[config.mk]
export PLATFORM = sky130hd
export DESIGN_NAME = viterbi_codec_flat
export DESIGN_NICKNAME = d
export VERILOG_FILES = /design/src/rtl/viterbi_pkg.sv /design/src/rtl/viterbi_codec_if.sv /design/src/rtl/viterbi_codec_conv_encoder.sv /design/src/rtl/viterbi_codec.sv /design/src/flat_wrapper.sv
export SDC_FILE = /design/constraint.sdc
export NUM_CORES = 1
export LEC_CHECK = 0
export CAP_MARGIN = 40
export CORE_MARGIN = 4
export CORE_UTILIZATION = 56
export CTS_BUF_LIST = sky130_fd_sc_hd__clkbuf_8
export DETAILED_ROUTE_END_ITERATION = 7
export GPL_ROUTABILITY_DRIVEN = 1
export PLACE_DENSITY = 0.77
export SLEW_MARGIN = 20
export SYNTH_ARGS = -nofsm -noshare
export SYNTH_HDL_FRONTEND = slang
export SYNTH_SLANG_ARGS = --single-unit
[constraint.sdc]
create_clock -name clk -period 28.1 [get_ports clk]
set_clock_uncertainty 0.2 [all_clocks]
set_input_delay 4.215 -clock clk [delete_from_list [all_inputs] [get_ports clk]]
set_output_delay 4.215 -clock clk [all_outputs]
set_load 0.02 [all_outputs]
[src/rtl/viterbi_pkg.sv]
// rtl/viterbi_pkg.sv - shared constants and code-symbol function for the Viterbi codec
package viterbi_pkg;

    localparam int K       = 3;
    localparam int NSTATES = 4;

    // Generator taps applied to {d, sr[1], sr[0]}.
    localparam logic [K-1:0] G1 = 3'b111;
    localparam logic [K-1:0] G0 = 3'b101;

    // Non-zero start metric for states the encoder cannot be in after reset.
    localparam int PM_INIT = 16;

    typedef logic [1:0] sym_t;

    // Code symbol {g1, g0} emitted when bit b enters an encoder holding p = {newer, older}.
    function automatic sym_t exp_sym(input logic b, input logic [1:0] p);
        logic [K-1:0] w_taps;
        w_taps = {b, p};
        return {^(w_taps & G1), ^(w_taps & G0)};
    endfunction

endpackage

[src/rtl/viterbi_codec_if.sv]
// rtl/viterbi_codec_if.sv - encoder and decoder stream signals of the codec
interface viterbi_codec_if;
    import viterbi_pkg::*;

    logic enc_enable_i;
    logic enc_d_i;
    logic enc_valid_o;
    sym_t enc_d_o;
    logic dec_enable_i;
    sym_t dec_d_i;
    logic dec_d_o;

    modport slave (
        input  enc_enable_i, enc_d_i, dec_enable_i, dec_d_i,
        output enc_valid_o, enc_d_o, dec_d_o
    );

    modport master (
        output enc_enable_i, enc_d_i, dec_enable_i, dec_d_i,
        input  enc_valid_o, enc_d_o, dec_d_o
    );

endinterface

[src/rtl/viterbi_codec_conv_encoder.sv]
// rtl/viterbi_codec_conv_encoder.sv - rate-1/2 K=3 convolutional encoder, one-cycle latency
module conv_encoder
    import viterbi_pkg::*;
(
    input  logic clk,
    input  logic rst,
    input  logic i_enable,
    input  logic i_d,
    output logic o_valid,
    output sym_t o_d
);

    logic [1:0] r_sr;
    logic       r_valid;
    sym_t       r_d;

    // Shift register advances only on enabled cycles; idle cycles emit a zero, invalid symbol.
    always_ff @(posedge clk or negedge rst) begin
        if (!rst) begin
            r_sr    <= 2'b00;
            r_d     <= 2'b00;
            r_valid <= 1'b0;
        end else if (i_enable) begin
            r_d     <= exp_sym(i_d, r_sr);
            r_sr    <= {i_d, r_sr[1]};
            r_valid <= 1'b1;
        end else begin
            r_d     <= 2'b00;
            r_valid <= 1'b0;
        end
    end

    assign o_valid = r_valid;
    assign o_d     = r_d;

endmodule

[src/rtl/viterbi_codec.sv]
// rtl/viterbi_codec.sv - convolutional encoder plus 4-state register-exchange Viterbi decoder
module viterbi_codec
    import viterbi_pkg::*;
#(
    parameter int TB_LEN = 24,
    parameter int PM_W   = 8
) (
    input  logic           clk,
    input  logic           rst,
    viterbi_codec_if.slave bus
);

    localparam logic [PM_W-1:0] PM_MAX = {PM_W{1'b1}};

    typedef struct packed {
        logic [PM_W-1:0] pm;
        logic [1:0]      prev;
    } acs_t;

    logic w_enc_valid;
    sym_t w_enc_d;

    conv_encoder u_enc (
        .clk      (clk),
        .rst      (rst),
        .i_enable (bus.enc_enable_i),
        .i_d      (bus.enc_d_i),
        .o_valid  (w_enc_valid),
        .o_d      (w_enc_d)
    );

    assign bus.enc_valid_o = w_enc_valid;
    assign bus.enc_d_o     = w_enc_d;

    logic [PM_W-1:0]   r_pm   [NSTATES];
    logic [TB_LEN-1:0] r_surv [NSTATES];
    logic              r_dec_d;

    acs_t              w_acs      [NSTATES];
    logic [PM_W-1:0]   w_pm_new   [NSTATES];
    logic [TB_LEN-1:0] w_surv_new [NSTATES];
    logic [PM_W-1:0]   w_pm_min;
    logic [1:0]        w_best;

    function automatic logic [1:0] hamming(input sym_t a, input sym_t b);
        sym_t w_x;
        w_x = a ^ b;
        return {1'b0, w_x[1]} + {1'b0, w_x[0]};
    endfunction

    // Metric plus branch cost, clamped so a runaway metric never wraps to a small value.
    function automatic logic [PM_W-1:0] sat_add(input logic [PM_W-1:0] pm, input logic [1:0] bm);
        logic [PM_W:0] w_sum;
        w_sum = {1'b0, pm} + {{(PM_W-1){1'b0}}, bm};
        return w_sum[PM_W] ? PM_MAX : w_sum[PM_W-1:0];
    endfunction

    // Add-compare-select for one state; the even predecessor wins ties.
    function automatic acs_t acs(input logic [1:0] st, input sym_t rx,
                                 input logic [PM_W-1:0] pm_even, input logic [PM_W-1:0] pm_odd);
        logic [1:0]      w_p0;
        logic [1:0]      w_p1;
        logic [PM_W-1:0] w_c0;
        logic [PM_W-1:0] w_c1;
        acs_t            w_res;
        w_p0 = {st[0], 1'b0};
        w_p1 = {st[0], 1'b1};
        w_c0 = sat_add(pm_even, hamming(rx, exp_sym(st[1], w_p0)));
        w_c1 = sat_add(pm_odd,  hamming(rx, exp_sym(st[1], w_p1)));
        if (w_c1 < w_c0) begin
            w_res.pm   = w_c1;
            w_res.prev = w_p1;
        end else begin
            w_res.pm   = w_c0;
            w_res.prev = w_p0;
        end
        return w_res;
    endfunction

    // Survivor of the chosen predecessor, shifted up with the newest decision in bit 0.
    function automatic logic [TB_LEN-1:0] shift_in(input logic [TB_LEN-1:0] v, input logic b);
        return (v << 1) | TB_LEN'(b);
    endfunction

    // Branch metrics, ACS, survivor exchange, best-state search and metric normalisation.
    always_comb begin
        w_pm_min = '0;
        w_best   = 2'd0;
        for (int s = 0; s < NSTATES; s++) begin
            w_acs[s]      = acs(2'(s), bus.dec_d_i, r_pm[(s & 1) * 2], r_pm[(s & 1) * 2 + 1]);
            w_surv_new[s] = shift_in(r_surv[w_acs[s].prev], 1'((s >> 1) & 1));
        end
        w_pm_min = w_acs[0].pm;
        for (int s = 1; s < NSTATES; s++) begin
            if (w_acs[s].pm < w_pm_min) begin
                w_pm_min = w_acs[s].pm;
                w_best   = 2'(s);
            end
        end
        for (int s = 0; s < NSTATES; s++) begin
            w_pm_new[s] = w_acs[s].pm - w_pm_min;
        end
    end

    // Decoder state advances only on enabled symbols; reset pins the start to state 0.
    always_ff @(posedge clk or negedge rst) begin
        if (!rst) begin
            for (int s = 0; s < NSTATES; s++) begin
                r_pm[s]   <= (s == 0) ? '0 : PM_W'(PM_INIT);
                r_surv[s] <= '0;
            end
            r_dec_d <= 1'b0;
        end else if (bus.dec_enable_i) begin
            for (int s = 0; s < NSTATES; s++) begin
                r_pm[s]   <= w_pm_new[s];
                r_surv[s] <= w_surv_new[s];
            end
            r_dec_d <= w_surv_new[w_best][TB_LEN-1];
        end
    end

    assign bus.dec_d_o = r_dec_d;

endmodule

[src/flat_wrapper.sv]
// flat-port wrapper written by rule: the top's interface ports become plain ports
module viterbi_codec_flat import viterbi_pkg::*;
#(
    parameter int TB_LEN = 24,
    parameter int PM_W   = 8
)
  (clk, rst, bus_enc_enable_i, bus_enc_d_i, bus_dec_enable_i, bus_dec_d_i, bus_enc_valid_o, bus_enc_d_o, bus_dec_d_o);
  viterbi_codec_if bus_i ();
  input  logic clk;
  input  logic rst;
  input wire logic [$bits(bus_i.enc_enable_i)-1:0] bus_enc_enable_i;
  input wire logic [$bits(bus_i.enc_d_i)-1:0] bus_enc_d_i;
  input wire logic [$bits(bus_i.dec_enable_i)-1:0] bus_dec_enable_i;
  input wire logic [$bits(bus_i.dec_d_i)-1:0] bus_dec_d_i;
  output wire logic [$bits(bus_i.enc_valid_o)-1:0] bus_enc_valid_o;
  output wire logic [$bits(bus_i.enc_d_o)-1:0] bus_enc_d_o;
  output wire logic [$bits(bus_i.dec_d_o)-1:0] bus_dec_d_o;
  assign bus_i.enc_enable_i = bus_enc_enable_i;
  assign bus_i.enc_d_i = bus_enc_d_i;
  assign bus_i.dec_enable_i = bus_dec_enable_i;
  assign bus_i.dec_d_i = bus_dec_d_i;
  assign bus_enc_valid_o = bus_i.enc_valid_o;
  assign bus_enc_d_o = bus_i.enc_d_o;
  assign bus_dec_d_o = bus_i.dec_d_o;
  viterbi_codec #(.TB_LEN(TB_LEN), .PM_W(PM_W)) u_core (.clk(clk), .rst(rst), .bus(bus_i));
endmodule
### After elaboration in Yosys (flattened, before gate mapping)

Index checks and enable logic that the tools add are counted.

* flip-flop bits (word level): 132
* input bits: 7
* output and inout port bits: 4
* logic and storage cells: 85

* add/sub/neg operators: 16
* $lt $le $gt $ge: 12
* muxes and demuxes: 35
* bitwise gates (word level): 8
* reductions and logical operators: 2

Operators with widths (count)
* 24-bit binary-select mux with 2-bit select: 5
* 23-bit two-way mux: 8
* 8-bit two-way mux: 11
* 8-bit by 2-bit adder with 9-bit output: 8
* 8-bit < comparator: 7
* 24-bit two-way mux: 2
* 10-bit two-way mux: 4
* 8-bit subtractor: 4
* 3-bit greater-or-equal comparator, second input constant: 5
* 2-bit inverter with 3-bit output: 5
* 1-bit by 1-bit adder with 2-bit output: 4
* 2-bit two-way mux: 3
* 3-bit parity: 2
* 1-bit two-way mux: 2
* 1-bit inverter: 2
* 2-bit inverter: 1

### Depth between registers and ports, before layout

* depth after elaboration: 16
* depth in mapped cells: 62
* depth with buffers taken out: 59

### Hierarchy

Synthesis repeated with hierarchy kept, for this count alone.

* cell total of the unflattened synthesis: 1314
* area total of the unflattened synthesis: 11150.7 um^2

Modules (own cells, without submodules)
* viterbi_codec: times used 1, cells an instance 1301, area an instance 10970.5 um^2, seq. area each 3006.6 um^2
* conv_encoder: times used 1, cells an instance 13, area an instance 180.2 um^2, seq. area each 125.1 um^2

### Least setup slack after synthesis

OpenSTA, ideal clock, no wires.

* path type: input port to flip-flop
* from: input bus_dec_d_i[0]
* to: register u_core.r_pm[7] (netlist name)
* setup time: 0.140 ns
* arrival time: 15.500 ns
* required time: 27.760 ns
* setup slack: 12.260 ns
* stages on the path: 56
* path buffers: 4
* cells stage by stage: inv_1 > ha_1 > ha_1 > ha_1 > a21oi_4 > nor2_1 > and3_1 > mux2_2 > ha_1 > nand2_1 > o21ai_0 > nor2_1 > a31o_1 > or2_1 > buf_6 > clkbuf_1 > a31oi_1 > inv_1 > [... 20 more ...] > a21o_1 > a21o_1 > a211o_1 > and3_1 > and2_1 > a211oi_4 > nand2_2 > buf_1 > mux2i_1 > ha_1 > inv_1 > o221a_1 > a311o_1 > o21a_1 > o31a_1 > o311ai_0 > a31o_1 > a31oi_1

* longest elaborated chain between the ends: 13
* elaborated cells between the ends (all ways): 37
* those cells by class: add/sub: 13; order compare: 7; mux: 15; bitwise: 2

Ends and longest elaborated chain
* start, declared: RTL line flat_wrapper.sv:14 `input wire logic [$bits(bus_i.dec_d_i)-1:0] bus_dec_d_i;`
* 1-bit inverter (no line) / 2-bit inverter (equally long branches)
* 1-bit by 1-bit adder with 2-bit output: RTL line viterbi_codec.sv:48 `return {1'b0, w_x[1]} + {1'b0, w_x[0]};`
* 8-bit by 2-bit adder with 9-bit output: RTL line viterbi_codec.sv:54 `w_sum = {1'b0, pm} + {{(PM_W-1){1'b0}}, bm};`
* 8-bit two-way mux: RTL line viterbi_codec.sv:55 `return w_sum[PM_W] ? PM_MAX : w_sum[PM_W-1:0];`
* 8-bit < comparator: RTL line viterbi_codec.sv:70 `if (w_c1 < w_c0) begin`
* 10-bit two-way mux: RTL line viterbi_codec.sv:70
* 8-bit < comparator: RTL line viterbi_codec.sv:95 `if (w_acs[s].pm < w_pm_min) begin`
* 8-bit two-way mux: RTL line viterbi_codec.sv:95
* 8-bit < comparator: RTL line viterbi_codec.sv:95
* 8-bit two-way mux: RTL line viterbi_codec.sv:95
* 8-bit < comparator: RTL line viterbi_codec.sv:95
* 8-bit two-way mux: RTL line viterbi_codec.sv:95
* 8-bit subtractor (*): RTL line viterbi_codec.sv:101 `w_pm_new[s] = w_acs[s].pm - w_pm_min;`
* end signal, assigned by index: RTL line viterbi_codec.sv:109 `r_pm[s] <= (s == 0) ? '0 : PM_W'(PM_INIT);`
* end signal, assigned by index: RTL line viterbi_codec.sv:115 `r_pm[s] <= w_pm_new[s];`
* end, declared: RTL line viterbi_codec.sv:35 `logic [PM_W-1:0] r_pm [NSTATES];`

Mark *: on every way between the ends. The rest lies on a longest branch, timed or not.
A chain may end at the register's enable or synchronous reset.

### Worst setup path in the final report

Same ends and word-level chain as after synthesis.

==> results.md <==
- Status: complete, no violations
- #FFs+latches synth: 125
- Reg2reg end: u_core.r_pm[7]$_DFFE_PN0P_
- Drt total wl: 28600 um
- Via count: 9760
- Crit Reg-Reg Startpoint: u_core.r_pm[24]$_DFFE_PN0P_
- Final Hold Viols: 0
- Skew-Pair Late Insertion Delay: 460 ps
- # fillers: 1720
- Gr ovfl total: 0
- Starting DRT DRC Count: 834
- R2r worst-path depth: 53
- Share of layout cells above drive strength 1: 0.102
- Most used cell, CP: ha_1
- Top-level port count: 11
- Largest net degree at the start of global routing: 97
- Post-Syn Area per Cell: 8.12 um2
- Number of global-route vias before repair: 8861
- Hpwl dp: 21400 um
- Setup TNS: 0 ps
- PostCTS Resize Cnt: 0
- Crit path required time: 28210 ps
- Synth Warn #: 0
- CP Max Fanout: 23
- IO buf count: 10
- Mapped Cells: 1335
- Ys async rst share: 1.00
- Worst-path clk slew: 90 ps
- DR pass1 iterations: 5
- Die Span Y: 147 um
- Area added between synthesis and finish: 6.18%
- Post-synth EDFFs: 0
- Gr usage total: 0.263
- Syn_nets: 1418
- Maxcap violations: 0
- Worst hold-check path type: reg -> reg
- Area contributors post-synth: dfrtp_1 (28%), ha_1 (8.8%), mux2i_1 (6.9%), nor2_1 (6.1%), nand2_1 (6.0%)
- Hold Crit Depth: 1
- Die X: 147 um
- Fmax: 57.2 MHz
- Crit-path max cell delay: 560 ps
- WP data arrival: 17600 ps
- Post-Syn Area: 0.0108 mm2
- Number of buffers created by CTS: 17
- Sequential fraction of the synthesis area: 0.289
- Max Root-Sink Buffers: 2
- Initial antenna violation count: 0
- Top-area cell type share of the netlist area: 0.282
- Vias per std cell: 6.17
- Hold EP: u_core.r_surv[0]$_DFFE_PN0P_
- Least-Margin Pin Slew: 763 ps
- DRC violations left: 0
- Most common cell in the synthesized netlist: nor2_1
- CP startpoint kind: input pin
- CTS H-tree depth: 4
- Slowest CP cell: clkdlybuf4s50_1
- Min Tclk post-route: 17490 ps
- Avg WL per Cell: 18.1 um
- Area leader, netlist: dfrtp_1
- Final Cycle Share: 0.622
- Top FF cell, synth: dfrtp_1
- Clk sinks: 125
- Critical Path End Type: flip-flop
- Final Net Count: 1392
- Relative slew slack: 0.486
- Hold_buf cts: 0
- Slew Viols, Final: 0
- Total core area: 0.0189 mm2
- Final setup viols: 0
- First-pass GRT wire length: 46300 um
- R2R setup slack: 15000 ps
- Crit Path Class: in -> reg
- ANT nets after route: 0
- Synth cell types: 96
- RSZ-0062 raised after global routing: false
- HP Start: u_core.r_surv[0]$_DFFE_PN0P_
- Initial Util: 0.574
- Root Buffer: clkbuf_8
- GP Congestion: 0.970
- CTS tree: done
- Total die area: 0.0216 mm2
- FP Rows: 50
- Number of inserted diodes: 0
- Setup Buffers After CTS: 0
- Synth top cells by count: nor2_1 (177), nand2_1 (174), dfrtp_1 (122)
cells by family (layout without fill, tap and decap cells):
family,count (synthesis),count (layout),share of synthesized area
flip-flops,125,125,0.289
multiplexers,107,107,0.104
AND/OR/NAND/NOR,487,487,0.203
buffers and inverters,116,103,0.0449
AO/OA/AOI/OAI,364,364,0.222
XOR/XNOR,56,56,0.0453
adder cells (fa/ha/maj),80,80,0.0916
area by class of cell:
| cell class | count | area (um2) | area share |
|---|---|---|---|
| clock buffers | 17 | 234 | 0.0203 |
| clock inverters | 15 | 143 | 0.0124 |
| inverters | 46 | 173 | 0.0150 |
| multi-input cells | 1094 | 7230 | 0.629 |
| flip-flops and latches | 125 | 3130 | 0.272 |
| well taps | 260 | 325 | 0.0283 |
| repair buffers | 25 | 267 | 0.0232 |
metal layers:
layer / vias up / track usage / wire length [um]
li1: 4766 / - / -
met5: - / 0 / 0
met4: 0 / 0.0778 / 706
met2: 319 / 0.422 / 13100
met3: 40 / 0.0287 / 1680
met1: 4635 / 0.376 / 13100
metrics by stage:
step | std cells | worst slack (ps) | area [um2] | utilization | hold WS (ps)
after floorplan | 1335 | 12260 | 10800 | - | 239
after global placement | 1541 | 10740 | 11000 | 0.583 | 251
after detailed placement | 1547 | 10340 | 11100 | 0.588 | 267
after CTS | 1579 | 10820 | 11500 | 0.608 | 285
after global routing | 1582 | 9620 | 11500 | 0.609 | 306
final | 1582 | 10610 | 11500 | 0.609 | 283
placed cells by master (no fill, tap or decap), types with 12 or more instances in the layout:
cell type,count
o21ai_0,57
nor2b_1,12
mux2_2,30
xnor2_1,32
nand2b_1,12
nand3_1,30
nand2_1,174
nor3_1,12
and3_1,12
a31oi_1,56
inv_1,44
mux2i_1,75
nor2_1,177
a21oi_1,106
a21o_1,20
ha_1,76
clkbuf_8,17
dfrtp_1,122
xor2_1,24
worst max-delay path by stage:
stage,from,endpoint,slack (ps)
2_1_floorplan,bus_dec_d_i[0],u_core.r_pm[7]$_DFFE_PN0P_,12260
4_1_cts,bus_dec_d_i[0],u_core.r_pm[7]$_DFFE_PN0P_,10820
6_report,bus_dec_d_i[0],u_core.r_pm[7]$_DFFE_PN0P_,10610
5_1_grt,bus_dec_d_i[0],u_core.r_pm[7]$_DFFE_PN0P_,9620
3_5_place_dp,bus_dec_d_i[0],u_core.r_pm[7]$_DFFE_PN0P_,10340
3_3_place_gp,bus_dec_d_i[0],u_core.r_pm[7]$_DFFE_PN0P_,10740
worst max-delay path, delay by kind of cell:
kind | cells | cell delay (ps)
buffers and inverters | 6 | 1170
AO/OA/AOI/OAI | 28 | 6720
AND/OR/NAND/NOR | 12 | 2280
adder cells (fa/ha/maj) | 7 | 2100
multiplexers | 3 | 1060
flip-flops by register name, indices dropped and copies added (netlist names):
name and count:
u_core.u_enc.o_valid 1, u_core.u_enc.o_d 2, u_core.u_enc.r_sr 2, u_core.r_pm 32, u_core.bus.dec_d_o 1, u_core.r_surv 87
Power is not shown: default switching activity piles up to over one toggle a cycle in this logic, so the estimate is an artifact.
